### src/rtl/cla_seq_pkg.sv
// Shared types and constants for the nibble-serial carry-lookahead adder.
package cla_seq_pkg;

  localparam int NIBBLE_W = 4;

  typedef enum logic [1:0] {
    S_IDLE,
    S_RUN,
    S_DONE
  } cla_seq_state_t;

endpackage

### src/rtl/cla4_slice.sv
// Combinational 4-bit carry-lookahead slice: every carry is computed directly from g/p and cin.
module cla4_slice
  import cla_seq_pkg::*;
(
  input  logic [NIBBLE_W-1:0] a,
  input  logic [NIBBLE_W-1:0] b,
  input  logic                cin,
  output logic [NIBBLE_W-1:0] sum,
  output logic                cout
);

  logic [NIBBLE_W-1:0] g;
  logic [NIBBLE_W-1:0] p;
  logic [NIBBLE_W:0]   c;

  assign g = a & b;
  assign p = a ^ b;

  // Flattened lookahead terms: no carry depends on a previous carry signal.
  assign c[0] = cin;
  assign c[1] = g[0] | (p[0] & cin);
  assign c[2] = g[1] | (p[1] & g[0]) | (p[1] & p[0] & cin);
  assign c[3] = g[2] | (p[2] & g[1]) | (p[2] & p[1] & g[0])
              | (p[2] & p[1] & p[0] & cin);
  assign c[4] = g[3] | (p[3] & g[2]) | (p[3] & p[2] & g[1])
              | (p[3] & p[2] & p[1] & g[0])
              | (p[3] & p[2] & p[1] & p[0] & cin);

  assign sum  = p ^ c[NIBBLE_W-1:0];
  assign cout = c[NIBBLE_W];

endmodule

### src/rtl/cla_seq_adder_ctrl.sv
// Nibble-serial WIDTH-bit adder reusing one cla4_slice, with valid/ready on both sides.
// Optional macro CLA_SEQ_SUB_EN adds a `sub` input for a - b (cout=1 means no borrow).
module cla_seq_adder_ctrl
  import cla_seq_pkg::*;
#(
  parameter int WIDTH = 16
) (
  input  logic             clk,
  input  logic             rst_n,
  input  logic             in_valid,
  output logic             in_ready,
  input  logic [WIDTH-1:0] a,
  input  logic [WIDTH-1:0] b,
  input  logic             cin,
`ifdef CLA_SEQ_SUB_EN
  input  logic             sub,
`endif
  output logic             out_valid,
  input  logic             out_ready,
  output logic [WIDTH-1:0] sum,
  output logic             cout,
  output logic             busy
);

  localparam int NIB   = WIDTH / NIBBLE_W;
  localparam int IDX_W = (NIB > 1) ? $clog2(NIB) : 1;

  generate
    if ((WIDTH % NIBBLE_W) != 0 || WIDTH < NIBBLE_W) begin : g_bad_width
      $error("cla_seq_adder_ctrl: WIDTH must be a multiple of 4 and >= 4");
    end
  endgenerate

  cla_seq_state_t      state;
  logic [IDX_W-1:0]    idx;
  logic [IDX_W+1:0]    bitpos;
  logic                carry_q;
  logic [WIDTH-1:0]    a_q;
  logic [WIDTH-1:0]    b_q;
  logic [NIBBLE_W-1:0] slice_a;
  logic [NIBBLE_W-1:0] slice_b;
  logic [NIBBLE_W-1:0] slice_sum;
  logic                slice_cout;
  logic                accept;
  logic                sub_sel;
  logic                last_step;

  assign in_ready  = (state == S_IDLE) & rst_n;
  assign accept    = in_valid & in_ready;
  assign bitpos    = {idx, 2'b00};
  assign last_step = (idx == IDX_W'(NIB - 1));

`ifdef CLA_SEQ_SUB_EN
  assign sub_sel = sub;
`else
  assign sub_sel = 1'b0;
`endif

  assign slice_a = a_q[bitpos +: NIBBLE_W];
  assign slice_b = b_q[bitpos +: NIBBLE_W];

  cla4_slice u_slice (
    .a    (slice_a),
    .b    (slice_b),
    .cin  (carry_q),
    .sum  (slice_sum),
    .cout (slice_cout)
  );

  // Operand registers are pure data: loaded on accept, never reset.
  always_ff @(posedge clk) begin
    if (accept) begin
      a_q <= a;
      b_q <= sub_sel ? ~b : b;
    end
  end

  // Control FSM plus the registered result outputs.
  always_ff @(posedge clk) begin
    if (!rst_n) begin
      state     <= S_IDLE;
      idx       <= '0;
      carry_q   <= 1'b0;
      sum       <= '0;
      cout      <= 1'b0;
      out_valid <= 1'b0;
      busy      <= 1'b0;
    end else begin
      case (state)
        S_IDLE: begin
          if (accept) begin
            carry_q <= sub_sel ? 1'b1 : cin;
            idx     <= '0;
            busy    <= 1'b1;
            state   <= S_RUN;
          end
        end
        S_RUN: begin
          sum[bitpos +: NIBBLE_W] <= slice_sum;
          carry_q                 <= slice_cout;
          if (last_step) begin
            cout      <= slice_cout;
            out_valid <= 1'b1;
            state     <= S_DONE;
          end else begin
            idx <= idx + 1'b1;
          end
        end
        S_DONE: begin
          if (out_ready) begin
            out_valid <= 1'b0;
            busy      <= 1'b0;
            state     <= S_IDLE;
          end
        end
        default: begin
          state <= S_IDLE;
        end
      endcase
    end
  end

endmodule

### config.mk
export PLATFORM = sky130hd
export DESIGN_NAME = cla_seq_adder_ctrl
export DESIGN_NICKNAME = d
export VERILOG_FILES = /design/src/rtl/cla_seq_pkg.sv /design/src/rtl/cla4_slice.sv /design/src/rtl/cla_seq_adder_ctrl.sv
export SDC_FILE = /design/constraint.sdc
export NUM_CORES = 1
export LEC_CHECK = 0
export CAP_MARGIN = 30
export CORE_MARGIN = 2
export CORE_UTILIZATION = 48
export DETAILED_ROUTE_END_ITERATION = 10
export GPL_TIMING_DRIVEN = 0
export PLACE_DENSITY = 0.78
export SETUP_SLACK_MARGIN = 0.05
export SLEW_MARGIN = 5
export SYNTH_ARGS = -nofsm -noshare
export SYNTH_HDL_FRONTEND = slang
export SYNTH_SLANG_ARGS = --single-unit
### constraint.sdc
create_clock -name clk -period 4.61 [get_ports clk]
set_input_delay 0.922 -clock clk [delete_from_list [all_inputs] [get_ports clk]]
set_output_delay 0.922 -clock clk [all_outputs]
set_load 0.05 [all_outputs]
# Yosys cells after proc, flatten, opt, wreduce, memory -nomap -nowiden
# Cells that the tools add are included.
[word_totals]
ff_bits = 56
inputBits = 37
wordCells = 78
[op_classes]
n_addsub = 2
eq_ne = 7
shift = 4
n_mux = 15
n_bitwise = 31
n_reduce_logical = 10
[op_table]
columns = ["cell", "n"]
rows = [
  ["16-bit by 5-bit variable part select with 4-bit output", 2],
  ["1-bit bitwise AND", 18],
  ["16-bit bitwise mux", 1],
  ["4-bit by 6-bit variable shift with 16-bit output, first input constant", 1],
  ["4-bit by 6-bit variable part select with 16-bit output", 1],
  ["3-bit AND reduction", 4],
  ["2-bit two-way mux", 5],
  ["1-bit OR", 10],
  ["2-bit inequality test, second input constant", 4],
  ["4-bit bitwise XOR", 2],
  ["4-bit negation with 6-bit output", 1],
  ["1-bit case mux with 2 select lines", 3],
  ["2-bit case mux with 3 select lines", 1],
  ["2-bit nonzero test", 3],
  ["4-bit bitwise AND", 1],
  ["2-bit equality test, second input constant", 2],
  ["1-bit two-way mux", 4],
  ["2-bit case mux with 2 select lines", 1],
  ["2-bit AND reduction", 2],
  ["2-bit by 1-bit adder with 2-bit output, second input constant", 1],
  ["2-bit by 1-bit equality test with 1-bit output, second input constant", 1],
  ["2-bit zero test", 1],
]

# Depth between registers and ports, before layout
# Gate-level depths: netlist of run 1.
[depth]
ltp_word = 9
mapped_depth = 8
mapped_depth_nobuf = 6

# Modules after synthesis
# Synthesis of run 1 repeated with hierarchy kept, for this count alone.
[unflattened]
hier_cells = 176
area_unflattened_um2 = 2422.3
[by_module_without_submodules]
columns = ["mod", "instances", "cells_per_inst", "area_per_inst_um2", "seq_area_each_um2"]
rows = [
  ["cla_seq_adder_ctrl", 1, 159, 2274.7, 1441.4],
  ["cla4_slice", 1, 17, 147.6, 0.0],
]

# Worst setup path before layout of run 1
# Ideal clock, no wire load.
[synth_path]
kind = "in2reg"
startpoint = "input rst_n"
endpoint = "register a_q[0], enable pin"
setup_ns = 0.421
arrival_ns = 2.631
required_ns = 4.189
path_slack_ns = 1.558
cell_stages = 3
cell_sequence = "clkbuf_1 nand2b_1 nor2_1"
[synth_between]
elab_chain_cells = 2
[synth_rtl]
columns = ["item", "line_no", "rtl"]
rows = [
  ["start, declared", "cla_seq_adder_ctrl.sv:9", "input logic rst_n,"],
  ["1-bit bitwise AND", "cla_seq_adder_ctrl.sv:48", "assign in_ready = (state == S_IDLE) & rst_n;"],
  ["1-bit bitwise AND", "cla_seq_adder_ctrl.sv:49", "assign accept = in_valid & in_ready;"],
  ["net accept", "cla_seq_adder_ctrl.sv:44", "logic accept;"],
  ["end signal, assigned", "cla_seq_adder_ctrl.sv:73", "a_q <= a;"],
  ["end, declared", "cla_seq_adder_ctrl.sv:38", "logic [WIDTH-1:0] a_q;"],
]
# The timed path passes the listed nets, and every way through them passes these cells.
# A chain may end at the register's enable or synchronous reset.

# Worst setup path in the final report of run 1
[layout_path]
startpoint = "input rst_n"
endpoint = "output in_ready"
[layout_between]
elab_chain_cells = 1
[layout_rtl]
columns = ["item", "line_no", "rtl"]
rows = [
  ["1-bit bitwise AND", "cla_seq_adder_ctrl.sv:48", ""],
  ["end, declared", "cla_seq_adder_ctrl.sv:11", "output logic in_ready,"],
]
# Every way passes these cells.

==> results.md, run 1 <==
- Netlist cell types: 34
- Final Max Slew Viols: 0
- Seq pwr share: 57.2%
- Hold_buf cts: 0
- Yosys warning count: 0
- Vias per inst: 5.32
- Nets: 290
- CP Launch Type: input port
- Unrepaired setup endpoints after global routing: false
- Fmax: 259 MHz
- Resized Gates After CTS: 0
- Area of the multi-input gates: 890 sq um
- Syn Nets: 227
- Max-Slew Margin vs Limit: 42.2%
- Htree depth: 2
- Critical path required time: roughly 3.7 ns
- Hold_ws: 0.517 ns
- All-Layer GR Usage: between 10% and 20%
- Global-route wire length before repair: about 7.4 mm
- Die ar.: 5540 sq um
- Area grow syn2layout: 30.9%
- Total wire length: about 4.5 mm
- Boundary Pins: 57
- Endpoints failing setup: 0
- CP Max Fanout: 10
- Cell area after layout: 3120 sq um
- Hold Path Class: register to register
- Share of cells above drive strength 1: 9.50%
- Max rail drop VDD: 0.197 mV
- Power per cell area: 311 nW/um^2
- Clk pwr share: a little over a quarter
- Slowest cell on crit path: clkdlybuf4s50_1
- Clock Path Buffers: 2
- Gr ovfl total: 0
- Worst setup margin: about 0.75 ns
- Net Sw Power: 244 uW
- Die width: 74.4 microns
- Pint: 725 uW
- FF+latch count, synth: 56
- Placeable core area: between 4000 and 5000 sq um
- Worst-path clk slew: 0.09 ns
- Num CTS Buffers: 5
- Port Buf Inserts: 56
- Mapped Avg Cell Area: 13.4 sq um
- Crit path cell chain: clkdlybuf4s50_1 > clkbuf_1 > nand2b_1 > nor2_1 > clkdlybuf4s50_1
- # fillers: 393
- Comb pwr share: 16.0%
- Synth top area share: 40.4%
- Fin crit share: 83.7%
- Setup bufs post-CTS: 0
- Max-cap violation count: 0
- Cell taking the most area after synthesis: edfxtp_1
- GP Congestion: 0.824
- Drt wl/cell: 14.6 microns
- Post-synthesis sequential area ratio: approximately three fifths
- Synth Flop Type: edfxtp_1
- Final ANT Viol Nets: 0
- Outcome: finished, final reports clean
- Chip height: 74.4 microns
- FF/Latch Area: 1440 sq um
- 1st-iter DRT viols: roughly 150
- Net Sw Frac: between 20 and 30%
- Vias in the first global route: 1590
- Worst skew pair latency: ~0.31 ns
- Starting Density: 50.1%
- Drt drc: 0
- Most frequent cells in the layout: 56 x clkdlybuf4s50_1, 32 x edfxtp_1, 25 x nor2_1, 24 x dfxtp_1, 11 x ha_1
- Commonest non-fill, non-tap cell in the layout: clkdlybuf4s50_1
- Slew @ Worst Pin: 0.865 ns
- Drt pass-1 iters: 4
- Pre-CTS setup slack: about 0.76 ns
- Total Neg Setup Slack: 0 ns
- CTS tree: built
- Worst Skew: ~0.0084 ns
- Critical setup path kind: input port to output pin
- Async SR Flop Fraction: 0%
- Number of inserted diodes: 0
- EDFF count, synth: 32
- Critical path arrival: 2.94 ns
- CP max stage delay: about 0.81 ns
- Leak pwr: 1.11 nW
- Root buffer cell: clkbuf_8
- Placed inst area: roughly 3000 sq um
- Top cells by area, synth: edfxtp_1 40%, dfxtp_1 20%, mux4_2 7.6%
- CP most frequent cell: clkdlybuf4s50_1
- Synthesized instance count: 178
- Initial antenna violation count: 0
- CTS Sinks: 56
- Largest net degree at the start of global routing: 33
- Worst setup EP type: output pin
- Period minus WS final: 3.86 ns
- HPWL Detailed: between 3 and 4 mm
- Row Count: 25
- Final hold violation count: 0
- Total number of vias: 1645
- Mapped Area: 2380 sq um
==> critical path: cells and delay by family <==
family / cells / cell delay, ns
buffers and inverters: 3 / 1.72
and+or+nand+nor: 2 / 0.30
==> through the flow <==
step	instances	total power, mW	util (%)
final	309	0.969	65.6
after global routing	309	1.01	65.6
after CTS	309	0.975	65.6
after detailed placement	301	0.723	63.8
after global placement	301	0.719	63.6
after floorplan	178	0.659	-
==> final cells by class <==
cell class | instances | area share, %
clock buffer | 6 | 2.33
sequential | 56 | 46.2
tap | 67 | 2.69
multi-input combinational | 111 | 28.5
inverter | 4 | 0.482
buffer | 7 | 1.36
clock inverter | 2 | 0.361
timing repair buffer | 56 | 18.0
==> flip-flops by register name, summed over array words and instances, names as in the netlist <==
signal     count
cout           1
idx            2
state          2
sum           16
busy           1
b_q           16
carry_q        1
out_valid      1
a_q           16
==> power by group through the flow <==
stage	clock, mW	combinational (mW)	sequential (mW)
after floorplan	0	0.0806	0.578
after global placement	0	0.153	0.566
after detailed placement	0	0.157	0.567
after CTS	0.263	0.157	0.555
after global routing	0.282	0.172	0.557
final	0.259	0.156	0.555
==> kinds of logic (layout without fill, tap and decap cells) <==
kind of cell               after synthesis  in the layout  share of synthesized area, %
AOI/OAI and AO/OA                       35             35                          9.98
muxes                                    8              8                          7.57
xor gates and xnor gates                 2              2                         0.736
and+or+nand+nor                         54             54                          12.1
DFF                                     56             56                          60.5
adders and majority gates               12             12                          6.62
buffers and inverters                   11             75                          2.42
==> final timing paths <==
path                              start  endpoint  slack (ns)  depth (start not counted)
worst max register to register   idx[0]    sum[6]        1.98                          8
worst min register to register  sum[14]   sum[14]        0.52                          2
worst min-delay path            sum[14]   sum[14]        0.52                          2
worst max-delay path              rst_n  in_ready        0.75                          5
==> synthesized netlist by cell type (2+ instances only) <==
| master | instances |
|---|---|
| a211oi_1 | 2 |
| a21oi_1 | 10 |
| a22oi_1 | 8 |
| a31o_1 | 4 |
| a32oi_1 | 3 |
| and3_1 | 6 |
| buf_4 | 2 |
| clkbuf_1 | 3 |
| dfxtp_1 | 24 |
| edfxtp_1 | 32 |
| ha_1 | 11 |
| inv_1 | 3 |
| mux4_2 | 8 |
| nand2_1 | 8 |
| nand2b_1 | 4 |
| nand4bb_1 | 2 |
| nor2_1 | 26 |
| nor3_1 | 2 |
| o21ai_1 | 4 |
| xor2_1 | 2 |
==> per-layer routing <==
layer	up-vias	GRT usage, %	routed length (microns)
li1	793	-	-
met1	783	23.2	1960
met2	61	29.4	2210
met3	8	4.47	254
met4	0	7.14	76
met5	-	0	0
Note: power is estimated with default switching activity, not from simulation.
==> run 2, diff against run 1 <==
--- a/config.mk
+++ b/config.mk
@@ -7,10 +7,10 @@
 export LEC_CHECK = 0
 export CAP_MARGIN = 30
 export CORE_MARGIN = 2
-export CORE_UTILIZATION = 48
+export CORE_UTILIZATION = 44
 export DETAILED_ROUTE_END_ITERATION = 10
 export GPL_TIMING_DRIVEN = 0
-export PLACE_DENSITY = 0.78
+export PLACE_DENSITY = 0.75
 export SETUP_SLACK_MARGIN = 0.05
 export SLEW_MARGIN = 5
 export SYNTH_ARGS = -nofsm -noshare
==> constraint.sdc (replaced) <==
create_clock -name clk -period 3.38 [get_ports clk]
set_input_delay 0.676 -clock clk [delete_from_list [all_inputs] [get_ports clk]]
set_output_delay 0.676 -clock clk [all_outputs]
set_load 0.05 [all_outputs]
==> results.md, run 2 (same netlist as run 1, synthesis figures left out) <==
- Endpoints failing setup: 0 (unchanged)
- Share of cells above drive strength 1: 9.92% (was 9.50%)
- Global-route wire length before repair: 7.55 mm (was 7.36 mm)
- Gr ovfl total: 0 (unchanged)
- Period minus WS final: 2.95 ns
- CP bufs+invs: 3 (unchanged)
- Port Buf Inserts: 56 (unchanged)
- Vias per inst: 5.15 (was 5.32)
- Max-cap violation count: 0 (unchanged)
- Pre-CTS setup slack: 0.0740 ns (was 0.760 ns)
- Crit path cell chain: clkdlybuf4s50_1 > clkbuf_1 > nand2b_1 > nor2_1 > dlymetal6s2s_1 (was clkdlybuf4s50_1 > clkbuf_1 > nand2b_1 > nor2_1 > clkdlybuf4s50_1)
- Critical path required time: 2.70 ns (was 3.69 ns)
- 1st-iter DRT viols: 119 (was 145)
- Non-filler instance count after layout: 312 (was 309)
- All-Layer GR Usage: 16.1% (was 18.0%)
- CP Launch Type: input port (unchanged)
- CP max stage delay: 0.55 ns (was 0.81 ns)
- Area grow syn2layout: 31.1% (was 30.9%)
- Unrepaired setup endpoints after global routing: false (unchanged)
- Worst Skew: 0.00794 ns (was 0.00841 ns)
- Hold path start: sum[6] (was sum[14])
- Slowest cell on crit path: clkdlybuf4s50_1 (unchanged)
- Endpoint, Worst Hold: sum[6] (was sum[14])
- Final Max Slew Viols: 0 (unchanged)
- Cell area after layout: 3120 sq um (about the same)
- Placeable core area: 5170 sq um (was 4750 sq um)
- Critical setup path kind: input port to output pin (unchanged)
- Slew @ Worst Pin: 0.919 ns (was 0.865 ns)
- Placed inst area: 3040 sq um (was 3030 sq um)
- Worst skew pair latency: 0.31 ns (about the same)
- Die width: 77.6 microns (was 74.4 microns)
- Starting Density: 46.0% (was 50.1%)
- Instance count on the critical path: 5 (unchanged)
- FF/Latch Area: 1440 sq um (unchanged)
- Chip height: 77.6 microns (was 74.4 microns)
- Fmax: 339 MHz
- Flop2flop setup slack: 0.75 ns (was 1.98 ns)
- Hold_ws: 0.516 ns (was 0.517 ns)
- Row Count: 26 (was 25)
- Max rail drop VDD: 0.262 mV (was 0.197 mV)
- Num CTS Buffers: 5 (unchanged)
- Power per cell area: 421 nW/um^2 (was 311 nW/um^2)
- Largest net degree at the start of global routing: 33 (unchanged)
- Total number of vias: 1607 (was 1645)
- Hold Path Class: register to register (unchanged)
- CP Max Fanout: 10 (unchanged)
- Worst R2R End: sum[14] (was sum[6])
- Area of the multi-input gates: 890 sq um (unchanged)
- Worst setup EP type: output pin (unchanged)
- Outcome: finished, final reports clean (unchanged)
- GP Congestion: 0.872 (was 0.824)
- Critical path arrival: 2.27 ns (was 2.94 ns)
- Top flop regs: a_q (16), b_q (16), sum (16) (unchanged)
- Final hold violation count: 0 (unchanged)
- Reg2reg start: idx[0] (unchanged)
- # fillers: 422 (was 393)
- Drt pass-1 iters: 4 (unchanged)
- Total wire length: 4.48 mm (was 4.50 mm)
- Most frequent cells in the layout: 55 x clkdlybuf4s50_1, 32 x edfxtp_1, 25 x nor2_1, 24 x dfxtp_1, 11 x ha_1 (was 56 x clkdlybuf4s50_1, 32 x edfxtp_1, 25 x nor2_1, 24 x dfxtp_1, 11 x ha_1)
- Total Neg Setup Slack: 0 ns (unchanged)
- Leak pwr: 1.12 nW (was 1.11 nW)
- Worst R2R Path Depth: 8 (unchanged)
- Drt drc: 0 (unchanged)
- Htree depth: 2 (unchanged)
- HPWL Detailed: 3.34 mm (was 3.35 mm)
- Die ar.: 6020 sq um (was 5540 sq um)
- Commonest non-fill, non-tap cell in the layout: clkdlybuf4s50_1 (unchanged)
- Nets: 290 (unchanged)
- Largest delay share family, worst path: buffers and inverters (unchanged)
- Number of inserted diodes: 0 (unchanged)
- Max-Slew Margin vs Limit: 38.6% (was 42.2%)
- Boundary Pins: 57 (unchanged)
- Final design utilization: 60.4% (was 65.6%)
- CTS Sinks: 56 (unchanged)
- Dpl cells: 304 (was 301)
- CTS tree: built (unchanged)
- Root buffer cell: clkbuf_8 (unchanged)
- Initial antenna violation count: 0 (unchanged)
- Vias in the first global route: 1591 (was 1590)
- Worst-path clk slew: 0.09 ns (about the same)
- Fin crit share: 87.2%
- Total Power: 1.31 mW (was 969 uW)
- Drt wl/cell: 14.4 microns (was 14.6 microns)
- Clock Path Buffers: 2 (unchanged)
- Worst setup margin: 0.433 ns (was 0.750 ns)
- Final ANT Viol Nets: 0 (unchanged)
- Hold Crit Depth: 2 (unchanged)
-- run 2: layout make-up --
type,count,area share [%]
timing repair buffer,56,18.0
clock inverter,3,0.441
multi-input combinational,111,28.5
sequential,56,46.2
tap,70,2.81
clock buffer,5,2.20
inverter,4,0.481
buffer,7,1.36
-- run 2: how the worst max path moves through the flow --
| stage | start | endpoint | slack (ns) |
|---|---|---|---|
| after CTS | rst_n | in_ready | 0.06 |
| after global routing | rst_n | in_ready | 0.26 |
| after global placement | rst_n | a_q[1] | -0.59 |
| after floorplan | rst_n | a_q[0] | 0.57 |
| final | rst_n | in_ready | 0.43 |
| after detailed placement | rst_n | in_ready | 0.07 |
-- run 2: timing repair --
item                                    in CTS  in global routing
endpoints found under the setup margin       0                  1
gates resized for setup                      0                  1
buffers inserted                             0                  0
hold buffers                                 0                  0
-- run 2: worst min-delay path: stages, from the launching register on --
cell and delay, ns:
dfxtp_1 0.35, a32oi_1 0.06, nor2_1 0.07
-- run 2: metal layers --
layer  vias to the layer above  global-route usage [%]  wire [microns]
met5                         -                       0               0
met4                         0                    6.07              65
met3                         7                    4.19             269
met2                        56                    25.9            2120
met1                       754                    21.1            2020
li1                        790                       -               -
-- run 2: where the power goes --
group	internal (mW)	switching, mW
clock	0.141	0.205
combinational	0.0992	0.113
sequential	0.746	0.0110
total	0.986	0.329
==> run 3, diff against run 2 <==
==> constraint.sdc (replaced) <==
create_clock -name clk -period 2.55 [get_ports clk]
set_input_delay 0.51 -clock clk [delete_from_list [all_inputs] [get_ports clk]]
set_output_delay 0.51 -clock clk [all_outputs]
set_load 0.05 [all_outputs]
==> results.md, run 3 (same netlist as run 1, synthesis figures left out) <==
- Outcome: finished, final reports clean (unchanged)
- Total Power: 1.80 mW (was 1.31 mW)
- Area grow syn2layout: 34.3% (was 31.1%)
- Max-Slew Margin vs Limit: 41.3% (was 38.6%)
- Max-cap violation count: 0 (unchanged)
- HPWL Detailed: 3.42 mm (was 3.34 mm)
- Vias in the first global route: 1674 (was 1591)
- Drt wl/cell: 15.2 microns (was 14.4 microns)
- Critical path arrival: 2.63 ns (was 2.27 ns)
- Non-filler instance count after layout: 312 (unchanged)
- Drt drc: 0 (unchanged)
- Worst Skew: 0.00554 ns (was 0.00794 ns)
- Final ANT Viol Nets: 0 (unchanged)
- Fin crit share: 95.5%
- Max rail drop VDD: 0.344 mV (was 0.262 mV)
- Slew @ Worst Pin: 0.878 ns (was 0.919 ns)
- Critical setup path kind: register to register (was input port to output pin)
- FF/Latch Area: 1450 sq um (was 1440 sq um)
- CP bufs+invs: 2 (was 3)
- Worst setup EP type: register (was output pin)
- Area of the multi-input gates: 950 sq um (was 890 sq um)
- Final hold violation count: 0 (unchanged)
- Total wire length: 4.74 mm (was 4.48 mm)
- Root buffer cell: clkbuf_8 (unchanged)
- CTS tree: built (unchanged)
- Starting Density: 46.0% (unchanged)
- Critical path required time: 2.74 ns (was 2.70 ns)
- Initial antenna violation count: 0 (unchanged)
- Num CTS Buffers: 5 (unchanged)
- Worst-path clk slew: 0.10 ns (was 0.09 ns)
- Die ar.: 6020 sq um (unchanged)
- All-Layer GR Usage: 16.6% (was 16.1%)
- Setup bufs post-CTS: 0 (unchanged)
- Pre-CTS setup slack: -0.499 ns (was 0.0740 ns)
- Nets: 290 (unchanged)
- Total number of vias: 1663 (was 1607)
- CP Launch Type: register (was input port)
- Share of cells above drive strength 1: 14.9% (was 9.92%)
- Gr ovfl total: 0 (unchanged)
- Vias per inst: 5.33 (was 5.15)
- Port Buf Inserts: 56 (unchanged)
- Hold Path Class: register to register (unchanged)
- Chip height: 77.6 microns (unchanged)
- Number of inserted diodes: 0 (unchanged)
- Largest net degree at the start of global routing: 33 (unchanged)
- CTS Sinks: 56 (unchanged)
- Final Max Slew Viols: 0 (unchanged)
- Worst setup margin: 0.115 ns (was 0.433 ns)
- Htree depth: 2 (unchanged)
- Unrepaired setup endpoints after global routing: false (unchanged)
- Die width: 77.6 microns (unchanged)
- Largest delay share family, worst path: multiplexers (was buffers and inverters)
- CP Max Fanout: 10 (unchanged)
- Most frequent cells in the layout: 55 x clkdlybuf4s50_1, 32 x edfxtp_1, 25 x nor2_1, 23 x dfxtp_1, 10 x a21oi_1 (was 55 x clkdlybuf4s50_1, 32 x edfxtp_1, 25 x nor2_1, 24 x dfxtp_1, 11 x ha_1)
- Top flop regs: a_q (16), b_q (16), sum (16) (unchanged)
- CP max stage delay: 0.58 ns (was 0.55 ns)
- Endpoints failing setup: 0 (unchanged)
- Slowest cell on crit path: mux4_2 (was clkdlybuf4s50_1)
- GP Congestion: 0.842 (was 0.872)
- Worst skew pair latency: 0.31 ns (about the same)
- Dpl cells: 304 (unchanged)
- 1st-iter DRT viols: 148 (was 119)
- Crit path cell chain: buf_6 > buf_12 > mux4_2 > ha_4 > a211oi_2 > or3b_4 > a32oi_1 > nor2_1 (was clkdlybuf4s50_1 > clkbuf_1 > nand2b_1 > nor2_1 > dlymetal6s2s_1)
- Final design utilization: 61.8% (was 60.4%)
- Placeable core area: 5170 sq um (unchanged)
- Global-route wire length before repair: 7.78 mm (was 7.55 mm)
- Power per cell area: 563 nW/um^2 (was 421 nW/um^2)
- Row Count: 26 (unchanged)
- Hold_buf cts: 0 (unchanged)
- Period minus WS final: 2.43 ns
- Drt pass-1 iters: 4 (unchanged)
- # fillers: 413 (was 422)
- Leak pwr: 1.12 nW (about the same)
- Commonest non-fill, non-tap cell in the layout: clkdlybuf4s50_1 (unchanged)
- Clock Path Buffers: 2 (unchanged)
- Boundary Pins: 57 (unchanged)
- Fmax: 411 MHz
[run 3: layout make-up]
cell class                      instances  share of cell area, %
Sequential cell                        56                   45.2
Timing Repair Buffer                   56                   17.4
Tap cell                               70                   2.74
Clock inverter                          3                  0.587
Buffer                                  7                   1.76
Clock buffer                            5                   2.15
Inverter                                4                  0.470
Multi-Input combinational cell        111                   29.7
[run 3: through the flow]
| step | instance area, sq um | TNS [ns] | hold slack [ns] |
|---|---|---|---|
| floorplan | 2380 | 0 | 0.525 |
| global placement | 3030 | -19.04 | 0.478 |
| detailed placement | 3040 | -7.05 | 0.488 |
| CTS | 3150 | 0 | 0.511 |
| global route | 3200 | 0 | 0.535 |
| finish | 3200 | 0 | 0.510 |
[run 3: metal layers]
metal | part of all wire, % | GRT usage (%) | up-vias
li1 | - | - | 786
met1 | 44 | 21.6 | 799
met2 | 49 | 27.1 | 71
met3 | 6.0 | 3.60 | 7
met4 | 1.0 | 6.25 | 0
met5 | 0 | 0 | -
[run 3: tightest hold or removal path: stages (launching register included)]
cell     delay [ns]
dfxtp_1        0.35
a32oi_1        0.06
nor2_1         0.07
[run 3: final timing paths]
| check | slack (ns) | depth (start not counted) | end | from |
|---|---|---|---|---|
| hold reg to reg | 0.51 | 2 | sum[6] | sum[6] |
| setup / recovery | 0.12 | 8 | sum[2] | idx[0] |
| setup reg to reg | 0.12 | 8 | sum[2] | idx[0] |
| hold / removal | 0.51 | 2 | sum[6] | sum[6] |
[run 3: timing repair]
action,CTS,global route
pin swaps,1,0
gates resized for setup,11,9
cloned,0,0
setup endpoints to repair,10,13
[run 3: where the power goes]
| part | switching [mW] | internal (mW) | total (mW) |
|---|---|---|---|
| clock network | 0.290 | 0.190 | 0.481 |
| registers | 0.0147 | 0.989 | 1.00 |
| logic | 0.166 | 0.151 | 0.317 |
